--- src/rtl/sign_mag_bin2bcd_8b_if.sv ---
// Handshake and result bundle between the sign-magnitude BCD converter and its user.
// The master drives start/sm_in; the slave (the converter) drives status and the result digits.
interface sign_mag_bin2bcd_8b_if #(
    parameter int unsigned MAG_W = 7
);
    logic             start;
    logic [MAG_W:0]   sm_in;
    logic             ready;
    logic             done_tick;
    logic             sign;
    logic [3:0]       bcd2;
    logic [3:0]       bcd1;
    logic [3:0]       bcd0;

    modport master (
        output start,
        output sm_in,
        input  ready,
        input  done_tick,
        input  sign,
        input  bcd2,
        input  bcd1,
        input  bcd0
    );

    modport slave (
        input  start,
        input  sm_in,
        output ready,
        output done_tick,
        output sign,
        output bcd2,
        output bcd1,
        output bcd0
    );
endinterface

--- src/rtl/sign_mag_bin2bcd_8b.sv ---
// Sign-magnitude to sign + 3-digit BCD converter using double dabble, one magnitude bit per clock.
// Result registers update only on the final shift, so the display never sees partial digits.
module sign_mag_bin2bcd_8b #(
    parameter int unsigned MAG_W             = 7,
    parameter int unsigned SUPPRESS_NEG_ZERO = 1
) (
    input  logic                  clk,
    input  logic                  rst,
    sign_mag_bin2bcd_8b_if.slave  bus
);
    localparam int unsigned CNT_W = $clog2(MAG_W + 1);

    typedef enum logic [1:0] {
        IDLE = 2'd0,
        OP   = 2'd1,
        DONE = 2'd2
    } state_t;

    state_t             state_q, state_d;
    logic [MAG_W-1:0]   mag_q,   mag_d;
    logic [11:0]        acc_q,   acc_d;
    logic [11:0]        acc_adj;
    logic [CNT_W-1:0]   cnt_q,   cnt_d;
    logic               neg_q,   neg_d;
    logic               zero_q,  zero_d;
    logic               sign_q,  sign_d;
    logic [11:0]        bcd_q,   bcd_d;

    always_comb begin
        acc_adj = acc_q;
        for (int unsigned i = 0; i < 3; i++) begin
            if (acc_q[4*i +: 4] >= 4'd5) begin
                acc_adj[4*i +: 4] = acc_q[4*i +: 4] + 4'd3;
            end
        end
    end

    always_comb begin
        state_d = state_q;
        mag_d   = mag_q;
        acc_d   = acc_q;
        cnt_d   = cnt_q;
        neg_d   = neg_q;
        zero_d  = zero_q;
        sign_d  = sign_q;
        bcd_d   = bcd_q;

        unique case (state_q)
            IDLE: begin
                if (bus.start) begin
                    mag_d   = bus.sm_in[MAG_W-1:0];
                    neg_d   = bus.sm_in[MAG_W];
                    zero_d  = (bus.sm_in[MAG_W-1:0] == '0);
                    acc_d   = '0;
                    cnt_d   = CNT_W'(MAG_W);
                    state_d = OP;
                end
            end
            OP: begin
                // Truncation drops a bit that is always zero: values stay below 1000.
                acc_d = 12'({acc_adj, mag_q[MAG_W-1]});
                mag_d = mag_q << 1;
                cnt_d = cnt_q - CNT_W'(1);
                if (cnt_q == CNT_W'(1)) begin
                    state_d = DONE;
                    bcd_d   = acc_d;
                    sign_d  = ((SUPPRESS_NEG_ZERO != 0) && zero_q) ? 1'b0 : neg_q;
                end
            end
            DONE: begin
                state_d = IDLE;
            end
            default: begin
                state_d = IDLE;
            end
        endcase
    end

    always_ff @(posedge clk or posedge rst) begin
        if (rst) begin
            state_q <= IDLE;
            mag_q   <= '0;
            acc_q   <= '0;
            cnt_q   <= '0;
            neg_q   <= 1'b0;
            zero_q  <= 1'b0;
            sign_q  <= 1'b0;
            bcd_q   <= '0;
        end else begin
            state_q <= state_d;
            mag_q   <= mag_d;
            acc_q   <= acc_d;
            cnt_q   <= cnt_d;
            neg_q   <= neg_d;
            zero_q  <= zero_d;
            sign_q  <= sign_d;
            bcd_q   <= bcd_d;
        end
    end

    assign bus.ready     = (state_q == IDLE);
    assign bus.done_tick = (state_q == DONE);
    assign bus.sign      = sign_q;
    assign bus.bcd2      = bcd_q[11:8];
    assign bus.bcd1      = bcd_q[7:4];
    assign bus.bcd0      = bcd_q[3:0];
endmodule

--- src/flat_wrapper.sv ---
// flat-port wrapper written by rule: the top's interface ports become plain ports
module sign_mag_bin2bcd_8b_flat 
#(
    parameter int unsigned MAG_W             = 7,
    parameter int unsigned SUPPRESS_NEG_ZERO = 1
)
  (clk, rst, bus_start, bus_sm_in, bus_ready, bus_done_tick, bus_sign, bus_bcd2, bus_bcd1, bus_bcd0);
  sign_mag_bin2bcd_8b_if #(.MAG_W(MAG_W)) bus_i ();
  input  logic clk;
  input  logic rst;
  input wire logic [$bits(bus_i.start)-1:0] bus_start;
  input wire logic [$bits(bus_i.sm_in)-1:0] bus_sm_in;
  output wire logic [$bits(bus_i.ready)-1:0] bus_ready;
  output wire logic [$bits(bus_i.done_tick)-1:0] bus_done_tick;
  output wire logic [$bits(bus_i.sign)-1:0] bus_sign;
  output wire logic [$bits(bus_i.bcd2)-1:0] bus_bcd2;
  output wire logic [$bits(bus_i.bcd1)-1:0] bus_bcd1;
  output wire logic [$bits(bus_i.bcd0)-1:0] bus_bcd0;
  assign bus_i.start = bus_start;
  assign bus_i.sm_in = bus_sm_in;
  assign bus_ready = bus_i.ready;
  assign bus_done_tick = bus_i.done_tick;
  assign bus_sign = bus_i.sign;
  assign bus_bcd2 = bus_i.bcd2;
  assign bus_bcd1 = bus_i.bcd1;
  assign bus_bcd0 = bus_i.bcd0;
  sign_mag_bin2bcd_8b #(.MAG_W(MAG_W), .SUPPRESS_NEG_ZERO(SUPPRESS_NEG_ZERO)) u_core (.clk(clk), .rst(rst), .bus(bus_i));
endmodule
--- config.mk ---
export PLATFORM = sky130hd
export DESIGN_NAME = sign_mag_bin2bcd_8b_flat
export DESIGN_NICKNAME = d
export VERILOG_FILES = /design/src/rtl/sign_mag_bin2bcd_8b_if.sv /design/src/rtl/sign_mag_bin2bcd_8b.sv /design/src/flat_wrapper.sv
export SDC_FILE = /design/constraint.sdc
export NUM_CORES = 1
export LEC_CHECK = 0
export BUFFER_PORTS_ARGS = -buffer_cell sky130_fd_sc_hd__buf_2
export CAP_MARGIN = 20
export CORE_MARGIN = 4
export CORE_UTILIZATION = 40
export CTS_CLUSTER_SIZE = 20
export DETAILED_ROUTE_END_ITERATION = 10
export PLACE_DENSITY = 0.6
export SLEW_MARGIN = 5
export SYNTH_ARGS = -nofsm -noshare
export SYNTH_HDL_FRONTEND = slang
export SYNTH_SLANG_ARGS = --single-unit
--- constraint.sdc ---
create_clock -name clk -period 1.95 [get_ports clk]
set_clock_uncertainty 0.2 [all_clocks]
set_input_delay 0.39 -clock clk [delete_from_list [all_inputs] [get_ports clk]]
set_output_delay 0.39 -clock clk [all_outputs]
set_load 0.03 [all_outputs]
==> results of run 1 <==
-- critical path, cell delays in order, from the launching register on --
cell	delay [ps]
dfrtp_1	530
nor2b_1	190
buf_2	210
-- state kept, by name (all words and copies together) (netlist names) --
register / cells
u_core.bcd_q: 12
u_core.mag_q: 7
u_core.cnt_q: 3
u_core.bus.sign: 1
u_core.acc_q: 12
u_core.state_q: 2
u_core.zero_q: 1
u_core.neg_q: 1
-- repair_timing --
| action | in CTS | in global routing |
|---|---|---|
| hold buffers | 0 | 0 |
| setup buffers | 0 | 0 |
| endpoints found under the setup margin | 0 | 1 |
| resized for setup | 0 | 1 |
-- layout make-up --
type / instances / area (sq um) / area share, %
sequential: 39 / 976 / 45.1
multi-input combinational: 129 / 841 / 38.8
timing repair buffer: 30 / 163 / 7.51
clock buffer: 7 / 76.3 / 3.52
tap: 52 / 65.1 / 3.00
inverter: 10 / 40.0 / 1.85
clock inverter: 1 / 5.00 / 0.231
-- cell families after synthesis --
family / after synthesis
XOR/XNOR: 3
flip-flops: 39
buffers and inverters: 17
multiplexers: 8
AND/OR/NAND/NOR: 65
adder cells (fa/ha/maj): 8
AO/OA/AOI/OAI: 45
-- cells in the final DEF, fill, tap and decap left out, drive strengths merged, types with 2 or more instances in the layout --
cell     n
nor2     6
o21ai   20
nand2b   5
mux2i    2
mux2     6
a22o     5
buf     30
clkbuf   7
dfrtp   39
nor3b    6
ha       8
a21oi   11
nor2b    3
inv     10
nor3     3
a31oi    5
nand2   35
xnor2    3
nand3    3
-- routing by layer --
| metal | up-vias | GRT usage (%) | part of all wire (%) |
|---|---|---|---|
| met5 | - | 0 | 0 |
| met4 | 0 | 5.87 | 1.9 |
| met3 | 7 | 3.86 | 4.1 |
| met2 | 21 | 21.8 | 46 |
| met1 | 643 | 17.4 | 48 |
| li1 | 695 | - | - |
-- report_power, final --
group	internal [uW]	total, uW	leakage (uW)	switching, uW
clock	251	523	0.0000422	272
sequential	1170	1440	0.000488	275
combinational	735	1770	0.000528	1030
-- path summary, 6_finish.rpt --
kind	cells past startpoint	slack, ps	end
max in group asynchronous	3	1190	u_core.mag_q[6]
min reg2reg	2	270	u_core.bcd_q[7]
min in group clk	3	80	u_core.neg_q
max reg2reg	6	200	u_core.acc_q[10]
max	2	140	bus_done_tick
min	3	3	u_core.bcd_q[9]
-- per-stage QoR --
step	area [sq um]	hold slack [ps]	utilization [%]	std cells
final	2170	2.81	48.4	268
after global routing	2170	50.6	48.4	268
after global placement	2080	256	46.5	260
after CTS	2160	21.0	48.3	268
after detailed placement	2080	265	46.5	260
after floorplan	1900	239	-	185
==> out/results.ini, run 1 <==
[drt]
wl_per_cell_microns = 13.3
first_pass_iters = 4
postRouteAntennaNets = 0
drc_errors = 0
viasPerCell = 5.10
dr.first_iter.drc_count = 62
via_count = 1366
wirelength_microns = 3570

[placed_design]
place_hpwl_microns = 2470
place_ws_ps = 148
place.port_buffers = 25
gp_congestion = 0.746

[synthesis]
ys.warnings.count = 0
yosys.area.top_type = dfrtp_1
syn-cell-area_sq_mm = 0.00190
synth_most_common_cell = dfrtp_1
synth_seq_cells = 39
synth_edf_count = 0
synth_top_family_by_area = simple AND/OR/NAND/NOR gates
synthFlopType = dfrtp_1
synthMuxAreaShare_pct = 4.99
synth_top_area_share_pct = 51.2
synth.distinct_cells = 35
synthAdderAreaFrac_pct = 5.26
synth_area_leaders = dfrtp_1 51%, nand2_1 6.7%, ha_1 5.3%, o21ai_0 3.9%, a21oi_1 2.4%
synth_xor_area_share_pct = 1.38
ys_seq_area_share_pct = 51.2
synthCells = 185
async_flop_share_pct = 100
synth_compound_area_share_pct = 14.7
synth_nets = 204
synth-simple-area-share_pct = 17.6
synthTopCellsByCount = 39 x dfrtp_1, 34 x nand2_1, 15 x o21ai_0
post_synth.cell_area_avg_sq_um = 10.3

[die]
die_h_microns = 77
io_pins = 26
rows = 24
dieWidth_microns = 77
core-area_sq_mm = 0.00447
fp.dieArea_sq_mm = 0.00593
start_util_pct = 42.6

[worst_setup_path]
startpoint_type = flip-flop
r2r-start = u_core.acc_q[8]
critPathRequiredTime_ps = 1360
critPathLaunch = u_core.state_q[1]
cp_max_fo = 8
worstPathArrival_ps = 1220
path_class = flip-flop to output port
critPathCaptureType = output port

[final_layout]
area_delta_synth_final_pct = 13.7
diodes = 0
num-fill-cells = 428
final_nets = 234
layout-drive-gt1-share_pct = 23.6

[timing]
max-slew-margin-rel_pct = 66.6
finalCriticalPeriod_ps = 1810
finalCritPeriodShare_pct = 92.8
grt_setup_unrepaired = no
hold_violations = 0
drv_slew = 0
max_freq_mhz = 552
timing.final.ws_setup_ps = 140
setup-tns-final_ps = 0
finalSetupViolations = 0
worst_pin_slew_ps = 501

[power_and_ir_drop]
ir_drop_v = 0.000546
power_uw = 3730
leakagePower_uw = 0.00106
p_per_area_mw_per_mm2 = 1720

[clock_tree]
htreeDepth = 2
clockBufferDepth = 2
cts_root_buf = clkbuf_8
clkSlewWorstSetupHoldPaths_ps = 70
cts_sinks = 39
clk_latency_ps = 290
tritoncts = done
cts_buffers = 5

[global_routing]
antenna_found_initial = 0
grt_pass1_vias = 1369
grt_use_total_pct = 13.7
grt_first_pass_wirelength_microns = 6490
grt-ovfl-total = 0
grt_start_max_net_pins = 40

[worst_hold_path]
hold_path_class = input port to asynchronous set/reset pin

[outcome]
status = finished clean

[job]
cap_violations = 0

Note: power is estimated with default switching activity, not from simulation.
==> run 2: changes to the inputs <==
Clock period 1.95 ns to 2 ns, I/O delays scaled along.
==> run 2 against run 1 <==
Compared with the run above: utilization grew 0.34 points; power shrank 0.61%; register-to-register slack is essentially flat; first-iteration DRC count is the same; final area grew 0.69%; setup slack gained 58 ps; critical endpoint is now u_core.acc_q[10]; largest cell class unchanged.
==> out/results.ini, run 2 (synthesis results as in run 1) <==
[clock_tree]
clkSlewWorstSetupHoldPaths_ps = 70  ; about the same
cts_hold_buffers = 0  ; unchanged
postCtsSetupBuffers = 0  ; unchanged
cts_sinks = 39  ; unchanged
cts_root_buf = clkbuf_8
tritoncts = done
clockBufferDepth = 2  ; unchanged
htreeDepth = 2  ; unchanged
cts_resized = 0  ; unchanged
clk_latency_ps = 280  ; about the same
cts_buffers = 5  ; unchanged

[drt]
drc_errors = 0  ; unchanged
viasPerCell = 5.07  ; -0.59%
dr.first_iter.drc_count = 62  ; unchanged
postRouteAntennaNets = 0  ; unchanged
wirelength_microns = 3620  ; +1.5%
via_count = 1358  ; -0.59%
wl_per_cell_microns = 13.5  ; +1.5%
first_pass_iters = 4  ; unchanged

[final_layout]
seqCellArea_sq_um = 976  ; unchanged
num-fill-cells = 422  ; -1.4%
area_delta_synth_final_pct = 14.5
final_common_cell = dfrtp_1
multi_input_area_sq_um = 837  ; -0.45%
reg_top3 = u_core.acc_q: 12 flops, u_core.bcd_q: 12 flops, u_core.mag_q: 7 flops
diodes = 0  ; unchanged
final_area_sq_mm = 0.00218  ; +0.69%
layout_common_cells = 39 x dfrtp_1, 34 x nand2_1, 25 x buf_2, 15 x o21ai_0
layout-drive-gt1-share_pct = 23.6  ; unchanged
final_nets = 234  ; unchanged

[timing]
worst_pin_slew_ps = 504  ; +3.08 ps
finalCriticalPeriod_ps = 1800
finalHoldWorstSlack_ps = 26.6  ; +23.8 ps
finalSetupViolations = 0  ; unchanged
max-slew-margin-rel_pct = 66.4  ; -0.21 points
finalCritPeriodShare_pct = 90.1
max_freq_mhz = 555
drv_slew = 0  ; unchanged
grt_setup_unrepaired = no
hold_violations = 0  ; unchanged
setup-tns-final_ps = 0  ; unchanged

[die]
start_util_pct = 42.6  ; unchanged
rows = 24  ; unchanged
fp.dieArea_sq_mm = 0.00593  ; unchanged
dieWidth_microns = 77  ; unchanged
core-area_sq_mm = 0.00447  ; unchanged
die_h_microns = 77  ; unchanged
io_pins = 26  ; unchanged

[power_and_ir_drop]
ir_drop_v = 0.000761  ; +39%
p_switching_uw = 1540  ; -2.3%
p_per_area_mw_per_mm2 = 1700  ; -1.3%
switching_share_pct = 41.6  ; -0.74 points
p_clk_share_pct = 15.5  ; +1.5 points
leakagePower_uw = 0.00107  ; +0.83%
pwr-share-comb_pct = 46.7  ; -0.7 points
p_seq_share_pct = 37.8  ; -0.8 points
p_int_uw = 2170  ; +0.66%

[global_routing]
grt-ovfl-total = 0  ; unchanged
grt.busiest_layer = met2
met1_usage_pct = 17.6  ; +0.24 points
grt_first_pass_wirelength_microns = 6320  ; -2.6%
use_met2_pct = 20.8  ; -0.96 points
antenna_found_initial = 0  ; unchanged
grt_pass1_vias = 1361  ; -0.58%
grt_start_max_net_pins = 40  ; unchanged
grt_use_total_pct = 13.3  ; -0.35 points
grt_use_met3_pct = 2.58  ; -1.3 points

[placed_design]
place_hpwl_microns = 2490  ; +0.66%
gp_congestion = 0.746  ; about the same
placed_cell_area_sq_mm = 0.00208  ; unchanged
place.port_buffers = 25  ; unchanged

[outcome]
status = finished clean

[worst_hold_path]
hold_path_class = input port to asynchronous set/reset pin

[worst_setup_path]
worstPathArrival_ps = 1810  ; +590 ps
critPathCaptureType = flip-flop
startpoint_type = flip-flop
path_class = flip-flop to flip-flop
critPathRequiredTime_ps = 2010  ; +650 ps
reg2reg_depth = 6  ; unchanged
cp_max_fo = 5  ; -3

[job]
cap_violations = 0  ; unchanged

## run 2: layout make-up
cell class              instances  area share (%)
flip-flops and latches         39            44.8
multi-input cells             129            38.4
repair buffers                 30            7.46
clock buffers                   8            4.59
well taps                      52            2.98
inverters                      10            1.84
## run 2: worst paths after layout
kind                       slack [ps]        startpoint               end
setup / recovery                  200   u_core.acc_q[8]  u_core.acc_q[10]
hold / removal                     30               rst   u_core.bcd_q[7]
setup reg to reg                  200   u_core.acc_q[8]  u_core.acc_q[10]
hold reg to reg                   270  u_core.bcd_q[10]  u_core.bcd_q[10]
max in group asynchronous        1230               rst   u_core.cnt_q[2]
min in group clk                  100      bus_sm_in[7]      u_core.neg_q
## run 2: power by group through the flow
stage	Sequential, uW	Clock [uW]	Combinational [uW]
4_1_cts	1400	602	1760
3_3_place_gp	1410	0	1730
5_1_grt	1460	629	1960
3_5_place_dp	1410	0	1750
6_report	1400	576	1730
2_1_floorplan	1580	0	1180
## run 2: per-stage QoR
step	util [%]	total power, uW	instances	worst slack (ps)
finish	48.7	3710	268	198
global route	48.7	4050	268	50.8
floorplan	-	2760	185	303
detailed placement	46.5	3170	260	201
CTS	48.7	3760	268	188
global placement	46.5	3140	260	248
## run 2: worst max-delay path, cell delays in order (launching register included)
cell      delay, ps
dfrtp_1         400
inv_1            90
ha_1            230
nand2b_1         70
a21oi_1         230
mux2_2          370
o21ai_0         130
## run 2: routing by layer
| layer | part of all wire, % | routed length [microns] | vias to the layer above |
|---|---|---|---|
| met4 | 1.1 | 40 | 0 |
| met2 | 46 | 1680 | 26 |
| met3 | 3.9 | 140 | 6 |
| li1 | - | - | 694 |
| met5 | 0 | 0 | - |
| met1 | 48 | 1760 | 632 |
==> run 3: changes to the inputs <==
Settings changed: SETUP_SLACK_MARGIN set to 0.5.
==> run 3 against run 2 <==
Compared with the run above: combinational power grew 64%; register-to-register slack improved by 120 ps; sequential cell count did not move; final cell count grew 12%; clock-buffer cell count is the same; largest cell class is now multi-input combinational cells.
==> out/results.ini, run 3 (synthesis results as in run 1) <==
[final_layout]
final_nets = 265  ; +13%
layout_common_cells = 37 x dfrtp_1, 28 x nand2_1, 23 x buf_2, 23 x buf_4, 11 x buf_6
area_delta_synth_final_pct = 45.3
layout-drive-gt1-share_pct = 52.2  ; +29 points
final_common_cell = dfrtp_1
diodes = 0  ; unchanged
reg_top3 = u_core.acc_q: 12 flops, u_core.bcd_q: 12 flops, u_core.mag_q: 7 flops

[worst_setup_path]
crit_buf_inv = 1  ; unchanged
path_class = flip-flop to flip-flop
startpoint_type = flip-flop
crit_family = multiplexers
worstPathArrival_ps = 1710  ; -100 ps
critPathCaptureType = flip-flop
critPathRequiredTime_ps = 2030  ; +20 ps
slowest_stage = dfrtp_1
crit_path_cell_trace = inv_2 -> ha_4 -> nand2b_4 -> a21oi_4 -> mux2i_2 -> mux2_4
max_stage_delay_ps = 380  ; -20 ps
cp_max_fo = 3  ; -2

[clock_tree]
htreeDepth = 2  ; unchanged
cts_buffers = 5  ; unchanged
cts_sinks = 39  ; unchanged
clockBufferDepth = 2  ; unchanged
tritoncts = done
clk_latency_ps = 290  ; about the same
cts_root_buf = clkbuf_8
clkSlewWorstSetupHoldPaths_ps = 80  ; about the same
cts_hold_buffers = 0  ; unchanged

[timing]
max-slew-margin-rel_pct = 67.1  ; +0.65 points
finalSetupViolations = 0  ; unchanged
timing.final.ws_setup_ps = 320  ; +122 ps
worst_pin_slew_ps = 494  ; -9.79 ps
finalHoldWorstSlack_ps = 34.9  ; +8.30 ps
grt_setup_unrepaired = yes
hold_violations = 0  ; unchanged
drv_slew = 0  ; unchanged
setup-tns-final_ps = 0  ; unchanged
max_freq_mhz = 595  ; +7.3%
finalCritPeriodShare_pct = 84.0  ; -6.1 points
finalCriticalPeriod_ps = 1680  ; -122 ps

[placed_design]
place_hpwl_microns = 2680  ; +7.5%
place_ws_ps = 259  ; +57.7 ps
place.port_buffers = 25  ; unchanged
gp_congestion = 0.744  ; -0.24%

[die]
fp.dieArea_sq_mm = 0.00593  ; unchanged
core-area_sq_mm = 0.00447  ; unchanged
die_h_microns = 77  ; unchanged
start_util_pct = 42.6  ; unchanged
rows = 24  ; unchanged
dieWidth_microns = 77  ; unchanged
io_pins = 26  ; unchanged

[global_routing]
grt.busiest_layer = met2
grt_use_met3_pct = 3.63  ; +1.1 points
grt_start_max_net_pins = 40  ; unchanged
grt_use_total_pct = 15.2  ; +1.8 points
met1_usage_pct = 18.5  ; +0.92 points
grt-ovfl-total = 0  ; unchanged
grt_first_pass_wirelength_microns = 7130  ; +13%
antenna_found_initial = 0  ; unchanged
grt_pass1_vias = 1545  ; +14%
use_met2_pct = 25.5  ; +4.7 points

[drt]
wirelength_microns = 4660  ; +29%
drc_errors = 0  ; unchanged
first_pass_iters = 4  ; unchanged
via_count = 1561  ; +15%
dr.first_iter.drc_count = 85  ; +37%
wl_per_cell_microns = 15.6  ; +15%
postRouteAntennaNets = 0  ; unchanged
viasPerCell = 5.22  ; +3.0%

[power_and_ir_drop]
leakagePower_uw = 0.00130  ; +21%
p_clk_share_pct = 12.1  ; -3.4 points
pwr-share-comb_pct = 57.9  ; +11 points
p_switching_uw = 2010  ; +30%
p_seq_share_pct = 30.0  ; -7.8 points
ir_drop_v = 0.000928  ; +22%
switching_share_pct = 41.2  ; -0.45 points
p_int_uw = 2870  ; +33%
p_per_area_mw_per_mm2 = 1770  ; +3.8%

[job]
cap_violations = 0  ; unchanged

[worst_hold_path]
hold_path_class = input port to asynchronous set/reset pin

[outcome]
status = finished clean

-- run 3: cell type report --
cell class / count / area (sq um)
fill: 357 / 1710
multi-input combinational: 130 / 1120
sequential: 39 / 978
timing repair buffer: 60 / 464
clock buffer: 8 / 100
tap: 52 / 65.1
inverter: 10 / 42.5
-- run 3: power by group through the flow --
stage / sequential, uW / clock, uW / combinational [uW]
CTS: 1430 / 600 / 2380
global route: 1500 / 633 / 3070
floorplan: 1600 / 0 / 1270
global placement: 1420 / 0 / 1830
finish: 1470 / 594 / 2830
detailed placement: 1440 / 0 / 1890
-- run 3: worst reg2reg max path: cells and delay by family, from the launching register on --
kind,cells,cell delay (ps)
AO/OA/AOI/OAI,1,190
adder cells (fa/ha/maj),1,160
buffers and inverters,1,80
flip-flops,1,380
multiplexers,2,480
AND/OR/NAND/NOR,1,140
-- run 3: final timing paths --
path	startpoint	end	slack [ps]	cells past startpoint
worst max-delay path	u_core.acc_q[5]	u_core.bcd_q[6]	320	6
min in group clk	bus_sm_in[3]	u_core.zero_q	90	2
max in group asynchronous	rst	u_core.state_q[1]	1200	3
worst min-delay path	rst	u_core.bcd_q[0]	30	3
worst max register to register	u_core.acc_q[5]	u_core.bcd_q[6]	320	6
worst min register to register	u_core.bcd_q[10]	u_core.bcd_q[10]	280	2
-- run 3: stage by stage --
step                      instances  instance area [sq um]  utilization (%)  power, uW
after floorplan                 185                   1950                -       2870
after global placement          259                   2140             47.7       3260
after detailed placement        259                   2140             47.7       3330
after CTS                       283                   2490             55.6       4420
after global routing            299                   2770             61.9       5200
final                           299                   2770             61.9       4890
-- run 3: per-layer routing --
layer,vias up,wire [microns],part of all wire (%)
li1,759,-,-
met1,768,2040,44
met2,26,2390,51
met3,8,127,2.7
met4,0,98,2.1
met5,-,0,0
-- run 3: timing repair --
item                       4_1_cts  5_1_grt
setup buffers                   16       12
setup endpoints to repair       30       38
gates resized for setup         35       41
pin swaps                        5       26
cloned                           0        4
